==> src/rtl/fetch_pkg.sv <==
// fetch_pkg
//   Shared types and constants for the instruction fetch stage.
//   INST_W         : instruction word width
//   PC_INC         : PC step between sequential fetches (16-bit instructions)
//   fetch_entry_t  : buffered fetch record {pc, inst} for the default 16-bit address space
package fetch_pkg;

    localparam int INST_W         = 16;
    localparam int PC_INC         = 2;
    localparam int DEFAULT_ADDR_W = 16;

    typedef struct packed {
        logic [DEFAULT_ADDR_W-1:0] pc;
        logic [INST_W-1:0]         inst;
    } fetch_entry_t;

endpackage

==> src/rtl/fetch_fifo.sv <==
// fetch_fifo
//   Small circular instruction buffer between the PC/imem side and decode.
//   Ports:
//     clk, rst_n    : clock, asynchronous active-low reset
//     push_i        : write push_data_i at the tail (ignored when full without a pop)
//     pop_i         : drop the head entry (ignored when empty)
//     flush_i       : discard all entries; wins over push and pop
//     push_data_i   : entry to store
//     head_o        : entry at the head (contents undefined when empty_o)
//     full_o        : DEPTH entries held
//     empty_o       : no entries held
module fetch_fifo
    import fetch_pkg::*;
#(
    parameter int  DEPTH   = 2,
    parameter type entry_t = fetch_entry_t
) (
    input  logic   clk,
    input  logic   rst_n,
    input  logic   push_i,
    input  logic   pop_i,
    input  logic   flush_i,
    input  entry_t push_data_i,
    output entry_t head_o,
    output logic   full_o,
    output logic   empty_o
);

    localparam int PTR_W = (DEPTH > 1) ? $clog2(DEPTH) : 1;
    localparam int CNT_W = PTR_W + 1;

    entry_t             mem_q [DEPTH];
    logic [PTR_W-1:0]   wrPtr_q, wrPtr_d;
    logic [PTR_W-1:0]   rdPtr_q, rdPtr_d;
    logic [CNT_W-1:0]   count_q, count_d;
    logic               doPush, doPop;

    assign full_o  = (count_q == CNT_W'(DEPTH));
    assign empty_o = (count_q == '0);
    assign head_o  = mem_q[rdPtr_q];

    // A push into a full buffer is only legal when the head leaves in the same cycle.
    assign doPush = push_i & ~flush_i & (~full_o | pop_i);
    assign doPop  = pop_i & ~flush_i & ~empty_o;

    // Pointer and occupancy bookkeeping; DEPTH is a power of two so pointers wrap naturally.
    always_comb begin
        wrPtr_d = wrPtr_q;
        rdPtr_d = rdPtr_q;
        count_d = count_q;
        if (flush_i) begin
            wrPtr_d = '0;
            rdPtr_d = '0;
            count_d = '0;
        end else begin
            if (doPush) wrPtr_d = wrPtr_q + PTR_W'(1);
            if (doPop)  rdPtr_d = rdPtr_q + PTR_W'(1);
            case ({doPush, doPop})
                2'b10:   count_d = count_q + CNT_W'(1);
                2'b01:   count_d = count_q - CNT_W'(1);
                default: count_d = count_q;
            endcase
        end
    end

    always_ff @(posedge clk or negedge rst_n) begin
        if (!rst_n) begin
            wrPtr_q <= '0;
            rdPtr_q <= '0;
            count_q <= '0;
        end else begin
            wrPtr_q <= wrPtr_d;
            rdPtr_q <= rdPtr_d;
            count_q <= count_d;
        end
    end

    // Storage needs no reset: an entry is only ever read after it has been written.
    always_ff @(posedge clk) begin
        if (doPush) mem_q[wrPtr_q] <= push_data_i;
    end

endmodule

==> src/rtl/fetch_unit.sv <==
// fetch_unit
//   Instruction fetch stage: owns the PC, reads the zero-latency instruction memory,
//   buffers fetched words and hands {inst, pc, pc+2} to decode over valid/ready.
//   Optional feature macro: FETCH_PERF_EN adds perf_fetch_cnt / perf_stall_cnt.
//   Ports:
//     clk, rst_n                  : clock, asynchronous active-low reset
//     imem_addr/imem_en/imem_wr   : instruction memory request (addr = pc, wr always 0)
//     imem_data                   : instruction word for imem_addr, same cycle
//     stall_fetch                 : hold PC and stop pushing; buffer keeps draining
//     redirect_valid/redirect_pc  : flush buffer and restart at redirect_pc (bit 0 cleared)
//     inst_valid/inst_ready       : decode handshake on the buffer head
//     inst_data/inst_pc/inst_pc_plus2 : head entry, all zero while the buffer is empty
//     perf_fetch_cnt/perf_stall_cnt   : (FETCH_PERF_EN only) push count, no-fetch cycle count
module fetch_unit
    import fetch_pkg::*;
#(
    parameter int                    ADDR_WIDTH = 16,
    parameter logic [ADDR_WIDTH-1:0] RESET_PC   = '0,
    parameter int                    FIFO_DEPTH = 2
) (
    input  logic                  clk,
    input  logic                  rst_n,
    output logic [ADDR_WIDTH-1:0] imem_addr,
    output logic                  imem_en,
    output logic                  imem_wr,
    input  logic [INST_W-1:0]     imem_data,
    input  logic                  stall_fetch,
    input  logic                  redirect_valid,
    input  logic [ADDR_WIDTH-1:0] redirect_pc,
    output logic                  inst_valid,
    input  logic                  inst_ready,
    output logic [INST_W-1:0]     inst_data,
    output logic [ADDR_WIDTH-1:0] inst_pc,
    output logic [ADDR_WIDTH-1:0] inst_pc_plus2
`ifdef FETCH_PERF_EN
    ,
    output logic [31:0]           perf_fetch_cnt,
    output logic [31:0]           perf_stall_cnt
`endif
);

    typedef struct packed {
        logic [ADDR_WIDTH-1:0] pc;
        logic [INST_W-1:0]     inst;
    } entry_t;

    logic [ADDR_WIDTH-1:0] pc_q, pc_d;
    logic                  fifoFull, fifoEmpty;
    logic                  pop, fetchGo;
    entry_t                pushEntry, headEntry;

    // Redirect wins over everything; a full buffer can still take a word when the head leaves.
    assign pop       = ~fifoEmpty & inst_ready;
    assign fetchGo   = ~redirect_valid & ~stall_fetch & (~fifoFull | pop);
    assign imem_en   = fetchGo & rst_n;
    assign imem_addr = pc_q;
    assign imem_wr   = 1'b0;
    assign pushEntry = '{pc: pc_q, inst: imem_data};

    fetch_fifo #(
        .DEPTH   (FIFO_DEPTH),
        .entry_t (entry_t)
    ) u_fifo (
        .clk         (clk),
        .rst_n       (rst_n),
        .push_i      (fetchGo),
        .pop_i       (pop & ~redirect_valid),
        .flush_i     (redirect_valid),
        .push_data_i (pushEntry),
        .head_o      (headEntry),
        .full_o      (fifoFull),
        .empty_o     (fifoEmpty)
    );

    // Decode sees zeros rather than stale storage whenever nothing is buffered.
    assign inst_valid    = ~fifoEmpty;
    assign inst_data     = fifoEmpty ? '0 : headEntry.inst;
    assign inst_pc       = fifoEmpty ? '0 : headEntry.pc;
    assign inst_pc_plus2 = fifoEmpty ? '0 : headEntry.pc + ADDR_WIDTH'(PC_INC);

    // Next PC: redirect target (halfword aligned), else sequential step on a fetch.
    always_comb begin
        pc_d = pc_q;
        if (redirect_valid) begin
            pc_d = {redirect_pc[ADDR_WIDTH-1:1], 1'b0};
        end else if (fetchGo) begin
            pc_d = pc_q + ADDR_WIDTH'(PC_INC);
        end
    end

    always_ff @(posedge clk or negedge rst_n) begin
        if (!rst_n) begin
            pc_q <= RESET_PC;
        end else begin
            pc_q <= pc_d;
        end
    end

`ifdef FETCH_PERF_EN
    logic [31:0] perfFetch_q, perfStall_q;

    // Free-running event counters; they wrap silently at 2**32.
    always_ff @(posedge clk or negedge rst_n) begin
        if (!rst_n) begin
            perfFetch_q <= '0;
            perfStall_q <= '0;
        end else begin
            if (fetchGo) perfFetch_q <= perfFetch_q + 32'd1;
            else         perfStall_q <= perfStall_q + 32'd1;
        end
    end

    assign perf_fetch_cnt = perfFetch_q;
    assign perf_stall_cnt = perfStall_q;
`endif

endmodule
==> config.mk <==
export PLATFORM = sky130hd
export DESIGN_NAME = fetch_unit
export DESIGN_NICKNAME = d
export VERILOG_FILES = /design/src/rtl/fetch_pkg.sv /design/src/rtl/fetch_fifo.sv /design/src/rtl/fetch_unit.sv
export SDC_FILE = /design/constraint.sdc
export NUM_CORES = 1
export LEC_CHECK = 0
export CAP_MARGIN = 20
export CORE_ASPECT_RATIO = 1.25
export CORE_MARGIN = 3
export CORE_UTILIZATION = 49
export CTS_CLUSTER_DIAMETER = 40
export DETAILED_ROUTE_END_ITERATION = 6
export GPL_TIMING_DRIVEN = 0
export PLACE_DENSITY_LB_ADDON = 0.1
export SLEW_MARGIN = 5
export SYNTH_ARGS = -nofsm -noshare
export SYNTH_HDL_FRONTEND = slang
export SYNTH_SLANG_ARGS = --single-unit
==> constraint.sdc <==
create_clock -name clk -period 5 [get_ports clk]
set_clock_uncertainty 0.05 [all_clocks]
set_input_delay 1 -clock clk [delete_from_list [all_inputs] [get_ports clk]]
set_output_delay 1 -clock clk [all_outputs]
set_load 0.01 [all_outputs]
==> impl_results.md, run 1 <==
* Nets@finish at 484
* Die Height at roughly 110 um
* Drt first-iter violations at 151
* First-pass GRT wire length at 13,800 um
* CP Max Fanout at 10
* Final setup viols at 0
* Minimum clock period at 4.67 ns
* Port Buffers at 97
* Post-DP HPWL at 6700 um
* Final core occ at between 60% and 70%
* WL final at 8900 um
* Leakage at 1.84 nW
* RSZ-0062 raised after global routing: false
* CTS Sinks at 81
* Ys async rst share at 23.5%
* Overflow after GRT at 0
* Syn avg cell area at 11.9 um2
* Antenna diode count at 0
* All-Layer GR Usage at 19.5%
* Syn Inst Count at 330
* Final hold vios at 0
* # rows at 35
* Placer Congestion at 0.852
* Post-synth EDFFs at 62
* Area growth syn-to-layout at 33.2%
* Routed len/inst at 16.4 um
* Hold Path Class: flop to flop
* Max Fclk at 214 MHz
* # DRC at 0
* Data arrival, critical path at approximately 3.6 ns
* Post-CTS Resized at 0
* Final Worst Setup Slack at 0.334 ns
* #FFs+latches synth at 81
* Vias in the first global route at around 2,800
* Share of cells above drive strength 1 at under 10%
* DRT antenna net count at 0
* Seq/Total Area, Yosys at 59.5%
* Worst path required time at 3.95 ns
* CP Class: flop to primary output
* Core ar. at 7580 um2
* Worst-Margin Slew at 0.971 ns
* Die Wd at 86.1 um
* Root Driver: clkbuf_8
* Max_cap viols at 0
* Setup bufs post-CTS at 0
* Outcome: finished, final reports clean
* Die area at 9130 um2
* Vias/cell at between 5 and 6
* CTS Buf Count at 9
* Top_reg_cell synth: edfxtp_1
* CTS H-tree lvls at 3
* Initial antenna violation count at 0
* Largest net degree at the start of global routing at 32
* CP Launch Type: flop
* CTS Hold Bufs at 0
* Clock slew at reported path FFs at 0.08 ns
* 1st-pass router iterations at 5
* VDD IR max at 0.000149 V
* CP endpoint kind: primary output
* Post-Synthesis Cell Area at 3930 um2
* CTS tree: done
* YS warnings at 0
* Io pins at between 100 and 150
* Power, Total at 0.00150 W
* Via Count at 2,978
* Max clock buf depth at 2
* Netlist cell types at 44
* Initial Util at 51.8%
* Max-slew violations at 0
* Slew Limit Headroom at 35.2%
* Final period utilization at around 93%
* Insertion delay to the later sink of the worst-skew pair at 0.33 ns
* Pwr/cell area at 287 nW/um2
* Place WS at 0.664 ns
critical path: stages, from the launching register on:
cell and delay, ns:
dfrtp_1 0.41, buf_6 0.17, buf_2 0.28, buf_2 0.31
mux2_2 0.21, ha_1 0.26, inv_1 0.08, a211o_1 0.31
nor4b_1 0.39, mux2_2 0.37, clkdlybuf4s50_1 0.47
per-stage QoR:
stage / instance area (um2) / TNS [ns] / hold slack (ns) / instances
5_1_grt: 5230 / 0 / 0.476 / 542
4_1_cts: 5230 / 0 / 0.461 / 542
2_1_floorplan: 3940 / 0 / 0.475 / 333
3_3_place_gp: 5020 / -68.47 / 0.428 / 522
6_report: 5230 / 0 / 0.455 / 542
3_5_place_dp: 5060 / 0 / 0.442 / 526
final cells by class:
type                            instances  area, um2
Buffer                                 18       95.1
Multi-Input combinational cell        224       1470
Sequential cell                        81       2340
Fill cell                             610       2350
Tap cell                               92        115
Timing Repair Buffer                  101       1000
Clock buffer                           11        131
Clock inverter                          5       32.5
Inverter                               10       37.5
per-layer routing:
layer  up-vias  wire length [um]  GRT usage (%)
met2       104              4680           34.7
met5         -                 0              0
met3         8               479           4.11
li1       1438                 -              -
met4         0               108           5.66
met1      1428              3630           23.4
path summary, 6_finish.rpt:
path,endpoint,slack (ns),startpoint,cells after the start
max reg2reg,u_fifo.mem_q[1][6],2.52,u_fifo.count_q[1],4
min in group asynchronous,imem_addr[14],1.11,rst_n,1
min,u_fifo.mem_q[0][31],0.46,imem_addr[15],0
max in group asynchronous,u_fifo.rdPtr_q,3.24,rst_n,1
max,inst_pc_plus2[15],0.33,u_fifo.rdPtr_q,10
min reg2reg,u_fifo.mem_q[0][31],0.46,imem_addr[15],0
synthesized netlist by cell type (5+ instances only):
cell type	count	area, um2
xor2_1	5	43.8
nand3_1	8	40.0
inv_1	10	37.5
mux2i_1	29	290
xnor2_1	11	96.3
a21oi_1	9	45.0
nand4_1	8	50.1
mux2_2	6	67.6
o21ai_0	14	70.1
clkbuf_1	9	33.8
a31oi_1	9	56.3
dfrtp_1	19	475
nand2_1	19	71.3
nor2_1	43	161
and2_1	5	31.3
edfxtp_1	62	1860
nor3_1	8	40.0
registers in the layout, indices dropped and copies added (netlist names):
signal	cells
u_fifo.mem_q	62
u_fifo.rdPtr_q	1
imem_addr	15
u_fifo.count_q	2
u_fifo.wrPtr_q	1
kinds of logic (layout without fill, tap and decap cells):
family / after synthesis / after routing / share of synthesized area (%)
and+or+nand+nor: 119 / 119 / 16.0
DFF: 81 / 81 / 59.5
AOI/OAI and AO/OA: 48 / 48 / 7.68
muxes: 35 / 35 / 9.12
buffers and inverters: 28 / 145 / 3.38
xor gates and xnor gates: 16 / 16 / 3.57
adders and majority gates: 2 / 2 / 0.637
other: 1 / 4 / 0.0955
power by group:
| group | internal (W) | total (W) | switching [W] | leakage, nW |
|---|---|---|---|---|
| combinational | 0.000155 | 0.000296 | 0.000141 | 0.966 |
| clock | 0.000179 | 0.000401 | 0.000222 | 0.0770 |
| sequential | 0.000768 | 0.000805 | 0.0000363 | 0.801 |
| total | 0.00110 | 0.00150 | 0.000399 | 1.84 |
layout by cell type, fill, tap and decap left out, types with 2 or more instances in the layout:
cell type	Yosys	final
a211oi_1	3	3
a21oi_1	9	9
a22oi_1	2	2
a31o_2	3	3
a31oi_1	9	9
and2_1	5	5
and4_1	2	2
buf_2	4	4
buf_4	4	7
buf_6	1	2
clkbuf_1	9	11
clkbuf_8	0	9
clkdlybuf4s50_1	0	97
clkinvlp_4	0	2
conb_1	1	4
dfrtp_1	19	19
edfxtp_1	62	62
ha_1	2	2
inv_1	10	10
mux2_2	6	6
mux2i_1	29	29
nand2_1	19	19
nand2b_1	4	4
nand3_1	8	8
nand3b_1	4	4
nand4_1	8	8
nor2_1	43	43
nor3_1	8	8
nor3b_1	4	4
nor4_1	4	3
nor4b_1	2	2
o21ai_0	14	14
o31a_1	3	3
xnor2_1	11	11
xor2_1	5	5
Power figures use the tool's default switching activity.
==> run 2, diff against run 1 <==
--- a/config.mk
+++ b/config.mk
@@ -9,5 +9,5 @@
 export CORE_ASPECT_RATIO = 1.25
 export CORE_MARGIN = 3
-export CORE_UTILIZATION = 49
+export CORE_UTILIZATION = 44
 export CTS_CLUSTER_DIAMETER = 40
 export DETAILED_ROUTE_END_ITERATION = 6
==> constraint.sdc (replaced) <==
create_clock -name clk -period 3.9 [get_ports clk]
set_clock_uncertainty 0.05 [all_clocks]
set_input_delay 0.78 -clock clk [delete_from_list [all_inputs] [get_ports clk]]
set_output_delay 0.78 -clock clk [all_outputs]
set_load 0.005 [all_outputs]
==> run 2 against run 1 <==
Compared with the run above:
- combinational power up 23%
- power grew 42%
- setup slack worse by 0.19 ns
- first-iteration DRC count stayed put
- flip-flop and latch count did not move
- global-route usage shrank 0.97 points
==> impl_results.md, run 2 (synthesis gave the netlist of run 1 again) <==
* Outcome: finished, final reports clean
* Nets@finish at 483 (-0.21%)
* Placer Congestion at 0.800 (-6.2%)
* Worst-Margin Slew at 0.930 ns (-0.0417 ns)
* Crit path largest cell delay at 0.44 ns (-0.03 ns)
* R2R setup slack at 1.48 ns (-1.04 ns)
* Leakage at 1.90 nW (+3.3%)
* Register area at 2340 um2 (unchanged)
* Data arrival, critical path at 2.93 ns (-0.69 ns)
* CTS Hold Bufs at 0 (unchanged)
* CP Class: flop to primary output
* Io pins at 104 (unchanged)
* # rows at 37 (+5.7%)
* Final setup viols at 0 (unchanged)
* Placed cell count at 549 (+4.4%)
* Final hold vios at 0 (unchanged)
* Initial Util at 46.3% (-5.5 points)
* Die Height at 112 um (+5.2%)
* Root Driver: clkbuf_8
* Die area at 10,100 um2 (+11%)
* Hold Startpoint: imem_addr[15]
* Worst R2R End: u_fifo.mem_q[1][18]
* Insertion delay to the later sink of the worst-skew pair at 0.35 ns (+0.02 ns)
* Post-DP Area at 5090 um2 (+0.57%)
* Reg2Reg Depth at 4 (unchanged)
* CTS H-tree lvls at 3 (unchanged)
* Crit-path slowest cell: clkdlybuf4s50_1
* First-pass GRT wire length at 14,600 um (+6.0%)
* Max-slew violations at 0 (unchanged)
* Max Fclk at 266 MHz
* CTS tree: done
* Flop pwr share at 48.6% (-5.0 points)
* Pwr/cell area at 394 nW/um2 (+37%)
* Met3 usage at 3.38% (-0.73 points)
* Largest net degree at the start of global routing at 32 (unchanged)
* Family with the most delay on the worst path: buffers and inverters
* Vias in the first global route at 3,007 (+6.7%)
* WL final at 9160 um (+2.9%)
* Area of the multi-input gates at 1530 um2 (+3.7%)
* Clock slew at reported path FFs at 0.07 ns (about the same)
* Initial antenna violation count at 0 (unchanged)
* Core ar. at 8470 um2 (+12%)
* Antenna diode count at 0 (unchanged)
* Met2 Use GR at 33.1% (-1.7 points)
* Die Wd at 90.5 um (+5.1%)
* RSZ-0062 raised after global routing: false
* DRT antenna net count at 0 (unchanged)
* Post-DP HPWL at 6810 um (+1.7%)
* Drt first-iter violations at 151 (unchanged)
* Switching component of the power at 0.000497 W (+24%)
* Slew Limit Headroom at 37.8% (+2.6 points)
* # fillers at 685 (+12%)
* Max clock buf depth at 2 (unchanged)
* Hold Path Class: flop to flop
* 1st-pass router iterations at 5 (unchanged)
* All-Layer GR Usage at 18.5% (-0.97 points)
* Overflow after GRT at 0 (unchanged)
* Minimum clock period at approximately 3.8 ns
* CP endpoint kind: primary output
* WHS Path Cells at 0 (unchanged)
* Final period utilization at a little over nine tenths
* Port Buffers at 97 (unchanged)
* Crit-path cells: buf_8 > buf_4 > mux2_4 > ha_4 > inv_1 > a211o_4 > nor4b_4 > mux2_2 > clkdlybuf4s50_1
* Internal Pwr Total at 0.00163 W (+48%)
* # DRC at 0 (unchanged)
* Vias/cell at 5.23 (-4.7%)
* Worst path required time at 3.07 ns (-0.88 ns)
* GRT Max-Usage Layer: met2
* Hold EP: u_fifo.mem_q[0][31]
* CTS Sinks at 81 (unchanged)
* Share of total power in combinational logic at 17.2% (-2.5 points)
* Most frequent cells in the layout: 97 x clkdlybuf4s50_1, 62 x edfxtp_1, 43 x nor2_1, 29 x mux2i_1
* VDD IR max at 0.000229 V (+53%)
* Commonest non-fill, non-tap cell in the layout: clkdlybuf4s50_1
* Final core occ at 63.7% (-5.3 points)
* Final instance area at 5400 um2 (+3.3%)
* CP Launch Type: flop
* Critical path buffer and inverter count at 4 (-1)
* Max_cap viols at 0 (unchanged)
* Routed len/inst at 16.2 um (-1.5%)
* Via Count at 2,963 (-0.50%)
* Fin cells at 566 (+4.4%)
* Sw Ratio at 23.4% (-3.2 points)
* Clock Power Share at 34.2% (+7.5 points)
* Largest reg by FF count: u_fifo.mem_q
* Area growth syn-to-layout at 37.6%
* Max reg flops at 62 (unchanged)
* RR Startpoint: u_fifo.count_q[1]
* CP Max Fanout at 19 (+9)
* Met1 global-route usage at 21.1% (-2.3 points)
* Share of cells above drive strength 1 at 10.0% (+1.1 points)
* CTS Buf Count at 9 (unchanged)
[run 2: changes by cell type in the layout (fill, tap and decap cells not counted), sizes merged]
cell,before,now
bufinv,0,3
clkinvlp,2,0
buf,13,12
clkinv,3,2
[run 2: layer usage]
layer,up-vias,part of all wire [%]
li1,1439,-
met1,1421,42
met2,94,52
met3,9,5.0
met4,0,1.3
met5,-,0
[run 2: power by group through the flow]
stage | clock network, W | logic (W) | registers [W]
2_1_floorplan | 0 | 0.000169 | 0.00104
3_3_place_gp | 0 | 0.000352 | 0.00105
3_5_place_dp | 0 | 0.000362 | 0.00105
4_1_cts | 0.000742 | 0.000369 | 0.00103
5_1_grt | 0.000782 | 0.000399 | 0.00104
6_report | 0.000728 | 0.000365 | 0.00103
[run 2: how the worst max path moves through the flow]
stage / from / end / slack, ns / depth (start not counted)
2_1_floorplan: redirect_valid / u_fifo.mem_q[0][0] / 0.60 / 2
4_1_cts: u_fifo.rdPtr_q / inst_pc_plus2[15] / 0.03 / 9
3_3_place_gp: redirect_valid / u_fifo.mem_q[0][2] / -1.09 / 3
6_report: u_fifo.rdPtr_q / inst_pc_plus2[15] / 0.14 / 9
3_5_place_dp: u_fifo.rdPtr_q / inst_pc_plus2[15] / -0.22 / 10
5_1_grt: u_fifo.rdPtr_q / inst_pc_plus2[15] / 0.01 / 9
[run 2: what timing repair did]
action / CTS / global route
resized for setup: 7 / 4
buffers inserted: 1 / 1
pin swaps: 0 / 2
setup endpoints to repair: 7 / 7
[run 2: area by class of cell]
type                    instances  area share [%]
flip-flops and latches         81            43.3
multi-input cells             224            28.3
repair buffers                101            18.7
well taps                     117            2.71
clock buffers                  11            2.62
clock inverters                 5            1.90
plain buffers                  17            1.81
inverters                      10           0.695
[run 2: metrics by stage]
stage,setup TNS [ns],total power (W),hold WS [ns],setup slack (ns)
finish,0,0.00213,0.450,0.139
global route,0,0.00222,0.475,0.0122
global placement,-34.09,0.00140,0.430,-1.09
CTS,0,0.00214,0.454,0.0274
detailed placement,-0.267,0.00141,0.436,-0.222
floorplan,0,0.00121,0.434,0.602
==> run 3, diff against run 2 <==
HOLD_SLACK_MARGIN = 0.06   (was default)
PLACE_DENSITY = 0.74   (was default)
PLACE_DENSITY_LB_ADDON = default   (was 0.1)
==> run 3 against run 2 <==
Compared with the run above:
- final cell count grew 0.35%
- sequential power hardly changed
- global-route usage fell by 0.90 points
- sequential share of layout area down 0.17 points
- fmax grew 0.19%
- via count grew 0.61%
- critical path type unchanged
- largest power group unchanged
- highest routed layer unchanged
==> impl_results.md, run 3 (synthesis gave the netlist of run 1 again) <==
* Worst setup startpoint: u_fifo.rdPtr_q
* Nets@finish at 485 (+0.41%)
* Worst R2R End: u_fifo.mem_q[1][6]
* Via Count at 2,981 (+0.61%)
* Reg2Reg Depth at 4 (unchanged)
* Worst-Margin Slew at 0.930 ns (+0.000338 ns)
* Final setup viols at 0 (unchanged)
* CP endpoint kind: primary output
* Port Buffers at 97 (unchanged)
* CP Class: flop to primary output
* Crit-path cells: buf_8 > buf_4 > mux2_4 > ha_4 > inv_1 > a211o_4 > nor4b_4 > mux2_2 > clkdlybuf4s50_1
* Data arrival, critical path at 2.92 ns (about the same)
* Largest reg by FF count: u_fifo.mem_q
* Commonest non-fill, non-tap cell in the layout: clkdlybuf4s50_1
* First-pass GRT wire length at 14,300 um (-2.1%)
* # DRC at 0 (unchanged)
* Drt first-iter violations at 187 (+24%)
* Max_cap viols at 0 (unchanged)
* CTS tree: done
* Family with the most delay on the worst path: buffers and inverters
* Post-DP Area at 5100 um2 (+0.15%)
* CP Max Fanout at 19 (unchanged)
* Critical path depth at 9 (unchanged)
* Pwr/cell area at 392 nW/um2 (-0.57%)
* All-Layer GR Usage at 17.6% (-0.90 points)
* Vias in the first global route at 2,944 (-2.1%)
* Antenna diode count at 0 (unchanged)
* Routed len/inst at 15.9 um (-1.8%)
* Share of cells above drive strength 1 at 10.6% (+0.62 points)
* Overflow after GRT at 0 (unchanged)
* 1st-pass router iterations at 5 (unchanged)
* Root Driver: clkbuf_8
* Metal2 WL at 4690 um (-1.3%)
* Routed length on met1 at 3710 um (-3.0%)
* Max reg flops at 62 (unchanged)
* # fillers at 684 (-0.15%)
* Slew Limit Headroom at 37.8% (about the same)
* RSZ-0062 raised after global routing: false
* Max Fclk at 266 MHz (+0.19%)
* Initial Util at 46.3% (unchanged)
* Most frequent cells in the layout: 97 x clkdlybuf4s50_1, 62 x edfxtp_1, 43 x nor2_1, 29 x mux2i_1, 19 x nand2_1
* VDD IR max at 0.000213 V (-7.0%)
* Initial antenna violation count at 0 (unchanged)
* Crit path largest cell delay at 0.44 ns (about the same)
* Area growth syn-to-layout at 38.2%
* Outcome: finished, final reports clean
* Clock slew at reported path FFs at 0.08 ns (about the same)
* Largest net degree at the start of global routing at 32 (unchanged)
* CTS H-tree lvls at 3 (unchanged)
* Hold Path Class: flop to flop
* Die Height at 112 um (unchanged)
* Core ar. at 8470 um2 (unchanged)
* Highest routed layer: met4
* Final hold vios at 0 (unchanged)
* CTS Sinks at 81 (unchanged)
* Die area at 10,100 um2 (unchanged)
* DRT antenna net count at 0 (unchanged)
* CP Launch Type: flop
* Final period utilization at 96.3% (-0.18 points)
* WL met3 at 445 um (-2.4%)
* Final instance area at 5420 um2 (+0.44%)
* Insertion delay to the later sink of the worst-skew pair at 0.34 ns (about the same)
* Placer Congestion at 0.856 (+7.0%)
* Final core occ at 64.0% (+0.28 points)
* # rows at 37 (unchanged)
* Max-slew violations at 0 (unchanged)
* Crit-path slowest cell: clkdlybuf4s50_1
* CTS Buf Count at 9 (unchanged)
* Post-DP HPWL at 6800 um (-0.21%)
* RR Startpoint: u_fifo.count_q[1]
* Vias/cell at 5.25 (+0.25%)
* Minimum clock period at 3.75 ns (-0.00697 ns)
* Die Wd at 90.5 um (unchanged)
* Max clock buf depth at 2 (unchanged)
* Worst path required time at 3.07 ns (about the same)
* Setup crit end: inst_pc_plus2[15]
* R2R setup slack at 1.48 ns (about the same)
* Io pins at 104 (unchanged)
* WL final at 9020 um (-1.5%)
* Leakage at 1.92 nW (+0.61%)
* Critical path buffer and inverter count at 4 (unchanged)
* CTS Hold Bufs at 0 (unchanged)
run 3: cell types whose count changed in the layout (fill, tap and decap cells not counted), sizes merged:
cell	previous run	this run
buf	12	14
run 3: per-stage QoR:
| step | TNS (ns) | setup slack [ns] | hold WS, ns | std cells | power (W) |
|---|---|---|---|---|---|
| CTS | 0 | 0.0444 | 0.457 | 564 | 0.00214 |
| global placement | -30.29 | -0.972 | 0.439 | 547 | 0.00140 |
| finish | 0 | 0.146 | 0.448 | 568 | 0.00212 |
| floorplan | 0 | 0.602 | 0.434 | 333 | 0.00121 |
| detailed placement | -0.215 | -0.163 | 0.436 | 549 | 0.00141 |
| global route | 0 | 0.0299 | 0.491 | 568 | 0.00221 |
run 3: worst min path at each step:
| stage | from | endpoint | slack (ns) | depth (start not counted) |
|---|---|---|---|---|
| floorplan | rst_n | imem_addr[10] | 0.43 | 0 |
| global placement | imem_addr[15] | u_fifo.mem_q[0][31] | 0.44 | 0 |
| detailed placement | imem_addr[15] | u_fifo.mem_q[1][31] | 0.44 | 0 |
| CTS | imem_addr[15] | u_fifo.mem_q[1][31] | 0.46 | 0 |
| global route | imem_addr[15] | u_fifo.mem_q[0][31] | 0.49 | 0 |
| finish | imem_addr[15] | u_fifo.mem_q[1][31] | 0.45 | 0 |
run 3: worst register-to-register path: cells and delay by family (launching register included):
family | cells | cell delay, ns
and+or+nand+nor | 3 | 1.33
buffers and inverters | 1 | 0.21
DFF | 1 | 0.44
run 3: layout make-up:
cell class                      instances  area (um2)  area share (%)
Buffer                                 17        97.6            1.80
Clock buffer                           11         141            2.61
Clock inverter                          5         103            1.89
Inverter                               10        37.5           0.692
Multi-Input combinational cell        224        1530            28.2
Sequential cell                        81        2340            43.1
Tap cell                              117         146            2.70
Timing Repair Buffer                  103        1030            19.0
run 3: repair_timing:
item | CTS | global route
buffers inserted | 0 | 4
gates resized for setup | 8 | 4
setup endpoints to repair | 7 | 4
endpoints found under the hold margin | 0 | 0
pin swaps | 1 | 1
run 3: where the power goes:
group          leakage [nW]  switching (W)  internal (W)
Combinational         0.995       0.000164      0.000203
Clock                 0.121       0.000281      0.000442
Sequential            0.800      0.0000481      0.000986
Total                  1.92       0.000492       0.00163
run 3: metal layers:
| metal | up-vias | track usage, % |
|---|---|---|
| met5 | - | 0 |
| met4 | 0 | 6.13 |
| met3 | 15 | 2.70 |
| met2 | 112 | 32.0 |
| met1 | 1412 | 21.1 |
| li1 | 1442 | - |
